File: src/rtl/mem_access_unit_if.sv
// Request/response handshake and BRAM-port bundle for mem_access_unit.
// The slave modport is the unit's view; master is the CPU plus memory side.
interface mem_access_unit_if #(
    parameter int MEM_SIZE  = 8192,
    parameter int MEM_WIDTH = 32
);
    localparam int ADDR_W = $clog2(MEM_SIZE);
    localparam int EN_W   = MEM_WIDTH >> 2;

    logic                 req_valid;
    logic                 req_ready;
    logic [31:0]          req_addr;
    logic                 req_write;
    logic [1:0]           req_size;
    logic                 req_unsigned;
    logic [31:0]          req_wdata;

    logic                 resp_valid;
    logic                 resp_ready;
    logic [31:0]          resp_rdata;
    logic                 resp_fault;

    logic [ADDR_W-1:0]    mem_addr;
    logic [MEM_WIDTH-1:0] mem_data_o;
    logic [EN_W-1:0]      mem_data_en;
    logic                 mem_write_en;
    logic [MEM_WIDTH-1:0] mem_data_i;

    modport slave (
        input  req_valid, req_addr, req_write, req_size, req_unsigned, req_wdata,
        input  resp_ready, mem_data_i,
        output req_ready, resp_valid, resp_rdata, resp_fault,
        output mem_addr, mem_data_o, mem_data_en, mem_write_en
    );

    modport master (
        output req_valid, req_addr, req_write, req_size, req_unsigned, req_wdata,
        output resp_ready, mem_data_i,
        input  req_ready, resp_valid, resp_rdata, resp_fault,
        input  mem_addr, mem_data_o, mem_data_en, mem_write_en
    );
endinterface

File: src/rtl/mem_access_unit.sv
// Load/store sequencer for one BRAM port: range check, one-cycle access strobe,
// one-cycle read wait, then a held response with sign/zero-extended load data.
module mem_access_unit #(
    parameter int MEM_SIZE  = 8192,
    parameter int MEM_WIDTH = 32
) (
    input  logic            clk,
    input  logic            rst,
    mem_access_unit_if.slave bus
);
    localparam int ADDR_W = $clog2(MEM_SIZE);
    localparam int EN_W   = MEM_WIDTH >> 2;

    typedef enum logic [1:0] {IDLE, ACCESS, WAIT, RESP} state_t;

    state_t          state;
    logic [1:0]      size_q;
    logic            unsigned_q;
    logic            write_q;

    logic [2:0]      nbytes;
    logic [EN_W-1:0] req_en;
    logic [32:0]     end_addr;
    logic            req_fault;
    logic [31:0]     load_data;

    // The range check is done one bit wider than the address so a request
    // near 0xFFFFFFFF cannot wrap around and look legal.
    always_comb begin
        nbytes = 3'd4;
        req_en = EN_W'(4'hF);
        case (bus.req_size)
            2'b00: begin
                nbytes = 3'd1;
                req_en = EN_W'(4'h1);
            end
            2'b01: begin
                nbytes = 3'd2;
                req_en = EN_W'(4'h3);
            end
            default: ;
        endcase
        end_addr  = {1'b0, bus.req_addr} + 33'(nbytes);
        req_fault = (bus.req_size == 2'b11) || (end_addr > 33'(MEM_SIZE));
    end

    always_comb begin
        load_data = bus.mem_data_i[31:0];
        case (size_q)
            2'b00:   load_data = {{24{bus.mem_data_i[7] & ~unsigned_q}}, bus.mem_data_i[7:0]};
            2'b01:   load_data = {{16{bus.mem_data_i[15] & ~unsigned_q}}, bus.mem_data_i[15:0]};
            default: ;
        endcase
    end

    always_ff @(posedge clk) begin
        if (rst) begin
            state            <= IDLE;
            size_q           <= 2'b00;
            unsigned_q       <= 1'b0;
            write_q          <= 1'b0;
            bus.req_ready    <= 1'b1;
            bus.resp_valid   <= 1'b0;
            bus.resp_rdata   <= '0;
            bus.resp_fault   <= 1'b0;
            bus.mem_addr     <= '0;
            bus.mem_data_o   <= '0;
            bus.mem_data_en  <= '0;
            bus.mem_write_en <= 1'b0;
        end else begin
            case (state)
                IDLE: begin
                    if (bus.req_valid) begin
                        bus.req_ready <= 1'b0;
                        size_q        <= bus.req_size;
                        unsigned_q    <= bus.req_unsigned;
                        write_q       <= bus.req_write;
                        // Faulting requests never touch the memory port.
                        if (req_fault) begin
                            state          <= RESP;
                            bus.resp_valid <= 1'b1;
                            bus.resp_fault <= 1'b1;
                            bus.resp_rdata <= '0;
                        end else begin
                            state            <= ACCESS;
                            bus.resp_fault   <= 1'b0;
                            bus.mem_addr     <= bus.req_addr[ADDR_W-1:0];
                            bus.mem_data_en  <= req_en;
                            bus.mem_write_en <= bus.req_write;
                            if (bus.req_write)
                                bus.mem_data_o <= MEM_WIDTH'(bus.req_wdata);
                        end
                    end
                end
                ACCESS: begin
                    bus.mem_write_en <= 1'b0;
                    bus.mem_data_en  <= '0;
                    if (write_q) begin
                        state          <= RESP;
                        bus.resp_valid <= 1'b1;
                        bus.resp_rdata <= '0;
                    end else begin
                        state <= WAIT;
                    end
                end
                WAIT: begin
                    state          <= RESP;
                    bus.resp_valid <= 1'b1;
                    bus.resp_rdata <= load_data;
                end
                RESP: begin
                    if (bus.resp_ready) begin
                        state          <= IDLE;
                        bus.resp_valid <= 1'b0;
                        bus.req_ready  <= 1'b1;
                    end
                end
                default: state <= IDLE;
            endcase
        end
    end
endmodule

File: src/flat_wrapper.sv
// flat-port wrapper written by rule: the top's interface ports become plain ports
module mem_access_unit_flat 
#(
    parameter int MEM_SIZE  = 8192,
    parameter int MEM_WIDTH = 32
)
  (clk, rst, bus_req_valid, bus_req_addr, bus_req_write, bus_req_size, bus_req_unsigned, bus_req_wdata, bus_resp_ready, bus_mem_data_i, bus_req_ready, bus_resp_valid, bus_resp_rdata, bus_resp_fault, bus_mem_addr, bus_mem_data_o, bus_mem_data_en, bus_mem_write_en);
  mem_access_unit_if #(.MEM_SIZE(MEM_SIZE), .MEM_WIDTH(MEM_WIDTH)) bus_i ();
  input  logic clk;
  input  logic rst;
  input wire logic [$bits(bus_i.req_valid)-1:0] bus_req_valid;
  input wire logic [$bits(bus_i.req_addr)-1:0] bus_req_addr;
  input wire logic [$bits(bus_i.req_write)-1:0] bus_req_write;
  input wire logic [$bits(bus_i.req_size)-1:0] bus_req_size;
  input wire logic [$bits(bus_i.req_unsigned)-1:0] bus_req_unsigned;
  input wire logic [$bits(bus_i.req_wdata)-1:0] bus_req_wdata;
  input wire logic [$bits(bus_i.resp_ready)-1:0] bus_resp_ready;
  input wire logic [$bits(bus_i.mem_data_i)-1:0] bus_mem_data_i;
  output wire logic [$bits(bus_i.req_ready)-1:0] bus_req_ready;
  output wire logic [$bits(bus_i.resp_valid)-1:0] bus_resp_valid;
  output wire logic [$bits(bus_i.resp_rdata)-1:0] bus_resp_rdata;
  output wire logic [$bits(bus_i.resp_fault)-1:0] bus_resp_fault;
  output wire logic [$bits(bus_i.mem_addr)-1:0] bus_mem_addr;
  output wire logic [$bits(bus_i.mem_data_o)-1:0] bus_mem_data_o;
  output wire logic [$bits(bus_i.mem_data_en)-1:0] bus_mem_data_en;
  output wire logic [$bits(bus_i.mem_write_en)-1:0] bus_mem_write_en;
  assign bus_i.req_valid = bus_req_valid;
  assign bus_i.req_addr = bus_req_addr;
  assign bus_i.req_write = bus_req_write;
  assign bus_i.req_size = bus_req_size;
  assign bus_i.req_unsigned = bus_req_unsigned;
  assign bus_i.req_wdata = bus_req_wdata;
  assign bus_i.resp_ready = bus_resp_ready;
  assign bus_i.mem_data_i = bus_mem_data_i;
  assign bus_req_ready = bus_i.req_ready;
  assign bus_resp_valid = bus_i.resp_valid;
  assign bus_resp_rdata = bus_i.resp_rdata;
  assign bus_resp_fault = bus_i.resp_fault;
  assign bus_mem_addr = bus_i.mem_addr;
  assign bus_mem_data_o = bus_i.mem_data_o;
  assign bus_mem_data_en = bus_i.mem_data_en;
  assign bus_mem_write_en = bus_i.mem_write_en;
  mem_access_unit #(.MEM_SIZE(MEM_SIZE), .MEM_WIDTH(MEM_WIDTH)) u_core (.clk(clk), .rst(rst), .bus(bus_i));
endmodule
File: config.mk
export PLATFORM = sky130hd
export DESIGN_NAME = mem_access_unit_flat
export DESIGN_NICKNAME = d
export VERILOG_FILES = /design/src/rtl/mem_access_unit_if.sv /design/src/rtl/mem_access_unit.sv /design/src/flat_wrapper.sv
export SDC_FILE = /design/constraint.sdc
export NUM_CORES = 1
export LEC_CHECK = 0
export CAP_MARGIN = 20
export CELL_PAD_IN_SITES_DETAIL_PLACEMENT = 0
export CELL_PAD_IN_SITES_GLOBAL_PLACEMENT = 1
export CORE_ASPECT_RATIO = 0.75
export CORE_MARGIN = 4
export CORE_UTILIZATION = 34
export DETAILED_ROUTE_END_ITERATION = 8
export PLACE_DENSITY = 0.95
export REMOVE_ABC_BUFFERS = 1
export SLEW_MARGIN = 20
export SYNTH_ARGS = -nofsm -noshare
export SYNTH_HDL_FRONTEND = slang
export SYNTH_SLANG_ARGS = --single-unit
File: constraint.sdc
create_clock -name clk -period 9.48 [get_ports clk]
set_input_delay 0.948 -clock clk [delete_from_list [all_inputs] [get_ports clk]]
set_output_delay 0.948 -clock clk [all_outputs]
set_load 0.02 [all_outputs]
Yosys cells after proc, flatten, opt, wreduce, memory -nomap -nowiden
Cells that the tools add are included.

word-level totals
  register bits = 95
  output and inout bits = 89

operators by class
  add/sub/neg operators = 1
  order comparisons = 1
  equality and inequality tests = 11
  muxes and demuxes = 27
  bitwise logic cells = 4
  reduce and logical (&&, ||, !) cells = 15

operators with widths
  kind                                                                    count
  32-bit two-way mux                                                      3
  32-bit one-hot mux with 3 select lines                                  1
  32-bit one-hot mux with 2 select lines                                  1
  32-bit by 3-bit adder with 33-bit output                                1
  33-bit by 14-bit > comparator with 1-bit output, second input constant  1
  8-bit two-way mux                                                       2
  8-bit one-hot mux with 2 select lines                                   1
  4-bit AND reduction                                                     3
  1-bit two-way mux                                                       10
  3-bit AND reduction                                                     3
  2-bit one-hot mux with 4 select lines                                   1
  4-bit one-hot mux with 2 select lines                                   1
  2-bit by 1-bit == test with 1-bit output, second input constant         3
  2-bit == test, second input constant                                    3
  2-bit logical NOT                                                       3
  2-bit two-way mux                                                       3
  2-bit != test, second input constant                                    3
  3-bit one-hot mux with 2 select lines                                   1
  2-bit by 1-bit != test with 1-bit output, second input constant         2
  1-bit one-hot mux with 2 select lines                                   2
  1-bit one-hot mux with 4 select lines                                   1
  2-bit AND reduction                                                     2
  2-bit nonzero test                                                      2
  3-bit nonzero test                                                      1
  other kinds (3)                                                         5

Depth between registers and ports, before layout
  depth in word-level cells = 8
  depth in mapped cells = 14

Worst setup path after synthesis
Ideal clock, no wire load.

  kind = input -> register
  start = input bus_req_size[0]
  end = register u_core.bus.resp_rdata[11]
  library setup time = 0.072 ns
  arrival time = 3.583 ns
  path slack = 5.825 ns
  cell stages on the path = 12
  path buffers = 1
  path through = nor2_1 ha_1 fa_1 a21oi_1 nor4_4 nand4_1 xor2_1 nand4_1 or4_1 o21ai_2 buf_6 mux2i_1

between the ends
  longest elaborated chain between the ends = 7
  elaborated cells on any way between the ends = 9
  those cells by class = 1 x add/sub; 1 x order compare; 3 x eq/ne; 1 x mux; 3 x reduce/logical

RTL lines
  item                                                                                  line                      source
  start, declared                                                                       flat_wrapper.sv:14        input wire logic [$bits(bus_i.req_size)-1:0] bus_req_size;
  2-bit by 1-bit == test with 1-bit output / 2-bit logical NOT (equally long branches)  mem_access_unit.sv:32     case (bus.req_size)
  3-bit one-hot mux with 2 select lines                                                 mem_access_unit.sv:32
  32-bit by 3-bit adder with 33-bit output                                              mem_access_unit.sv:43     end_addr = {1'b0, bus.req_addr} + 33'(nbytes);
  33-bit by 14-bit > comparator with 1-bit output                                       mem_access_unit.sv:44     req_fault = (bus.req_size == 2'b11) || (end_addr > 33'(MEM_SIZE));
  1-bit logical OR (*)                                                                  mem_access_unit.sv:44
  2-bit by 1-bit != test with 1-bit output (no source line) (*)                         n/a
  4-bit AND reduction (no source line) (*)                                              n/a
  end signal, assigned                                                                  mem_access_unit.sv:109    bus.resp_rdata <= load_data;
  end, declared                                                                         mem_access_unit_if.sv:32  output req_ready, resp_valid, resp_rdata, resp_fault,

Every way passes the cells marked *; elsewhere a longest branch is shown, timed or not.
A chain may end at the register's enable or synchronous reset.

Worst setup path in the final report
  start = input bus_req_size[1]
  end = register u_core.bus.mem_data_en[1]

between the ends
  longest elaborated chain between the ends = 7
  elaborated cells on any way between the ends = 13
  those cells by class = 1 x add/sub; 1 x order compare; 3 x eq/ne; 5 x mux; 3 x reduce/logical

RTL lines
  item                                                                                  line                      source
  2-bit by 1-bit == test with 1-bit output / 2-bit logical NOT (equally long branches)  mem_access_unit.sv:32
  3-bit one-hot mux with 2 select lines                                                 mem_access_unit.sv:32
  32-bit by 3-bit adder with 33-bit output                                              mem_access_unit.sv:43
  33-bit by 14-bit > comparator with 1-bit output                                       mem_access_unit.sv:44
  1-bit logical OR                                                                      mem_access_unit.sv:44
  2-bit != test (no source line)                                                        n/a
  3-bit AND reduction (no source line)                                                  n/a
  end signal, assigned                                                                  mem_access_unit.sv:88     bus.mem_data_en <= req_en;
  end, declared                                                                         mem_access_unit_if.sv:33  output mem_addr, mem_data_o, mem_data_en, mem_write_en

Parallel ways exist; a longest one is shown, timed or not. The select of a mux whose other input is x is not followed.

==> impl_metrics.yaml <==
critical_path:
  crit_type: "in2reg"
  arrival_ns: 5.14
  cp_max_fo: 51
  startpoint: "bus_req_size[1]"
  crit_required_ns: 9.74
  critPathLaunchType: "input pin"
  critPathCaptureType: "flip-flop"
  r2r-start: "u_core.state[1]"
logic_synthesis:
  synth_compound_area_frac: 0.216
  synth_area_per_cell_um2: 8.24
  yosys.area_share.simple: 0.237
  synthArstFlopShare: 0
  yosysTopAreaCellShare: 0.359
  syn_area_um2: 5020
  yosys_warnings: 0
  synth_edf_count: 0
  synth_ff_type: "dfxtp_1"
  synthMuxAreaShare: 0.0698
  ys_types: 56
  synth-seq-cells: 90
  synth_xor_area_frac: 0.0175
  synth_top_area_cell: "dfxtp_1"
  seq_area_frac_synth: 0.359
  synth.area.top_cells: "dfxtp_1, mux2i_1, a21oi_1"
  synth_fa_ha_area_frac: 0.0239
  synth_cells: 609
  synth_top_family_by_area: "simple AND/OR/NAND/NOR gates"
clocking:
  cts_setup_buffers: 0
  clk_pin_slew_worst_paths_ns: 0.07
  cts_hold_buf: 0
  clock-root-buffer: "clkbuf_16"
  htree_levels: 3
  clock_sinks: 90
  cts.repair.resized: 0
  cts_buffers: 9
  cts.path.max_buffers: 2
  clk_latency_ns: 0.33
  cts_tree: "done"
route:
  drtPass1Iterations: 7
  num_vias: 5108
  wl_per_cell_um: 16.4
  drt-initial-drc-count: 511
  vias_per_cell: 5.34
  wl_um: 15700
  detail-route-antenna-nets: 0
  remaining_drc_errors: 0
sta:
  slew_headroom: 0.302
  period_share: 0.515
  hold_slack_ns: 0.465
  rsz0062_at_grt: "no"
  post-route-worst-setup-slack_ns: 4.60
  worstMarginPinSlew_ns: 1.05
  clock.fmax_mhz: 205
  min_period_ns: 4.88
  tns_ns: 0
  finalHoldViolations: 0
  clock_skew_ns: 0.0101
  maxSlewViolCount: 0
  setup_violations: 0
floorplanning:
  dieArea_um2: 16800
  coreArea_um2: 14500
  io-pin-count: 193
  rows: 38
  die_h_um: 113
  die_w_um: 148
  start_util: 0.347
power_and_ir_drop:
  p_leak_nw: 2.50
  vdd_drop_max_mv: 0.121
  p_per_area_nw_per_um2: 163
global_routing:
  grt_pass1_vias: 4869
  grt_max_degree: 118
  grt_overflow: 0
  grt_pass1_wl_um: 25300
  grt_antenna_before_repair: 0
  track_usage: 0.180
hold_path:
  hp-class: "reg2reg"
  min_from: "u_core.bus.mem_data_o[11]"
cells_and_area:
  n_antenna_cell: 0
  multi_input_area_um2: 2870
  syn_to_final_growth_pct: 43.9
  num-nets-final: 865
  seq_area_um2: 1800
  fillers: 1431
  drive_above_1_share: 0.0436
placed_design:
  gp_congestion: 0.893
  hpwl_um: 10800
  io_buffers: 188
  post-place-ws_ns: 4.14
flow_run:
  maxCapViolCount: 0
run_status:
  status: "completed"
per-stage QoR:
step	util	instance area [µm²]	total power [mW]	std cells
floorplan	-	4750	0.673	550
global placement	0.479	6920	0.839	941
detailed placement	0.479	6920	0.841	941
CTS	0.499	7210	1.19	957
global route	0.499	7220	1.25	957
finish	0.499	7220	1.18	957
cell families (layout without fill, tap and decap cells):
kind of cell             Yosys count  in the layout
AND/OR/NAND/NOR                  205            205
buffers and inverters             89            234
multiplexers                      35             35
flip-flops                        90             90
adder cells (fa/ha/maj)            9              9
other                              1              4
XOR/XNOR                          10             10
AO/OA/AOI/OAI                    170            170
worst paths after layout:
check                                                 end  slack [ns]  cells after the start
worst max register to register  u_core.bus.mem_data_en[1]        5.90                      8
worst min-delay path            u_core.bus.mem_data_o[11]        0.46                      2
worst max-delay path            u_core.bus.mem_data_en[1]        4.60                     12
worst min register to register  u_core.bus.mem_data_o[11]        0.46                      2
sequential cells by signal, summed over array words and instances (netlist names):
register,flops
u_core.bus.resp_fault,1
u_core.bus.resp_rdata,32
u_core.size_q,2
u_core.bus.mem_addr,13
u_core.state,2
u_core.bus.mem_write_en,1
u_core.bus.mem_data_o,32
u_core.write_q,1
u_core.bus.req_ready,1
u_core.unsigned_q,1
u_core.bus.mem_data_en,3
u_core.bus.resp_valid,1
critical path, cell delays in order:
cell	delay, ns
clkdlybuf4s50_1	0.53
nor2_1	0.17
ha_1	0.21
fa_1	0.25
a21oi_1	0.14
nor4_4	0.46
nand4_1	0.18
xor2_1	0.17
nand4_1	0.19
or4_2	1.17
or4_1	0.56
a21oi_1	0.14
cell usage after synthesis, types with 5 or more instances:
master    number
clkbuf_1      46
buf_2          7
nand3_1       26
buf_4          5
xnor2_1        5
nor2_1        19
xor2_1         5
nand2b_1      33
nand3b_1       9
dfxtp_1       90
a211o_1       16
inv_1         26
a21oi_1       60
and4_1         8
nor3_1         8
nand4_1       45
o21ai_0       28
mux2i_1       35
o31ai_1       34
nand2_1       32
ha_1           8
routing by layer:
metal | vias to the layer above | global-route usage | wire length (µm)
li1 | 2519 | - | -
met1 | 2375 | 0.252 | 7240
met2 | 208 | 0.273 | 6720
met3 | 6 | 0.0681 | 1650
met4 | 0 | 0.0240 | 68
met5 | - | 0 | 0
where the power goes:
part	total, mW	internal (mW)	switching, mW
registers	0.443	0.413	0.0293
clock network	0.347	0.188	0.159
logic	0.390	0.182	0.208
total	1.18	0.783	0.396
cell usage in the layout, fill, tap and decap left out, types with 3 or more instances in the layout:
cell type	netlist	final
clkdlybuf4s50_1	0	187
dfxtp_1	90	90
a21oi_1	60	60
nand4_1	45	45
mux2i_1	35	35
o31ai_1	34	34
nand2b_1	33	33
nand2_1	32	32
o21ai_0	28	28
inv_1	26	26
nand3_1	26	26
nor2_1	19	19
a211o_1	16	16
nand3b_1	9	9
clkbuf_16	0	9
nor3_1	8	8
ha_1	8	8
and4_1	8	7
xor2_1	5	5
xnor2_1	5	5
and2_1	4	4
a2111oi_0	4	4
conb_1	1	4
nor2b_1	3	3
a211oi_1	3	3
a21o_1	3	3
and3_1	3	3
or4_1	4	3
o211ai_1	3	3
inv_6	0	3
buf_4	5	3
cell type report:
type	instances	share of cell area
inverters	27	0.0140
repair buffers	191	0.264
multi-input cells	433	0.398
flip-flops and latches	90	0.250
clock inverters	6	0.00659
clock buffers	10	0.0331
well taps	200	0.0347
No activity file was read; power rests on OpenSTA's default activity.
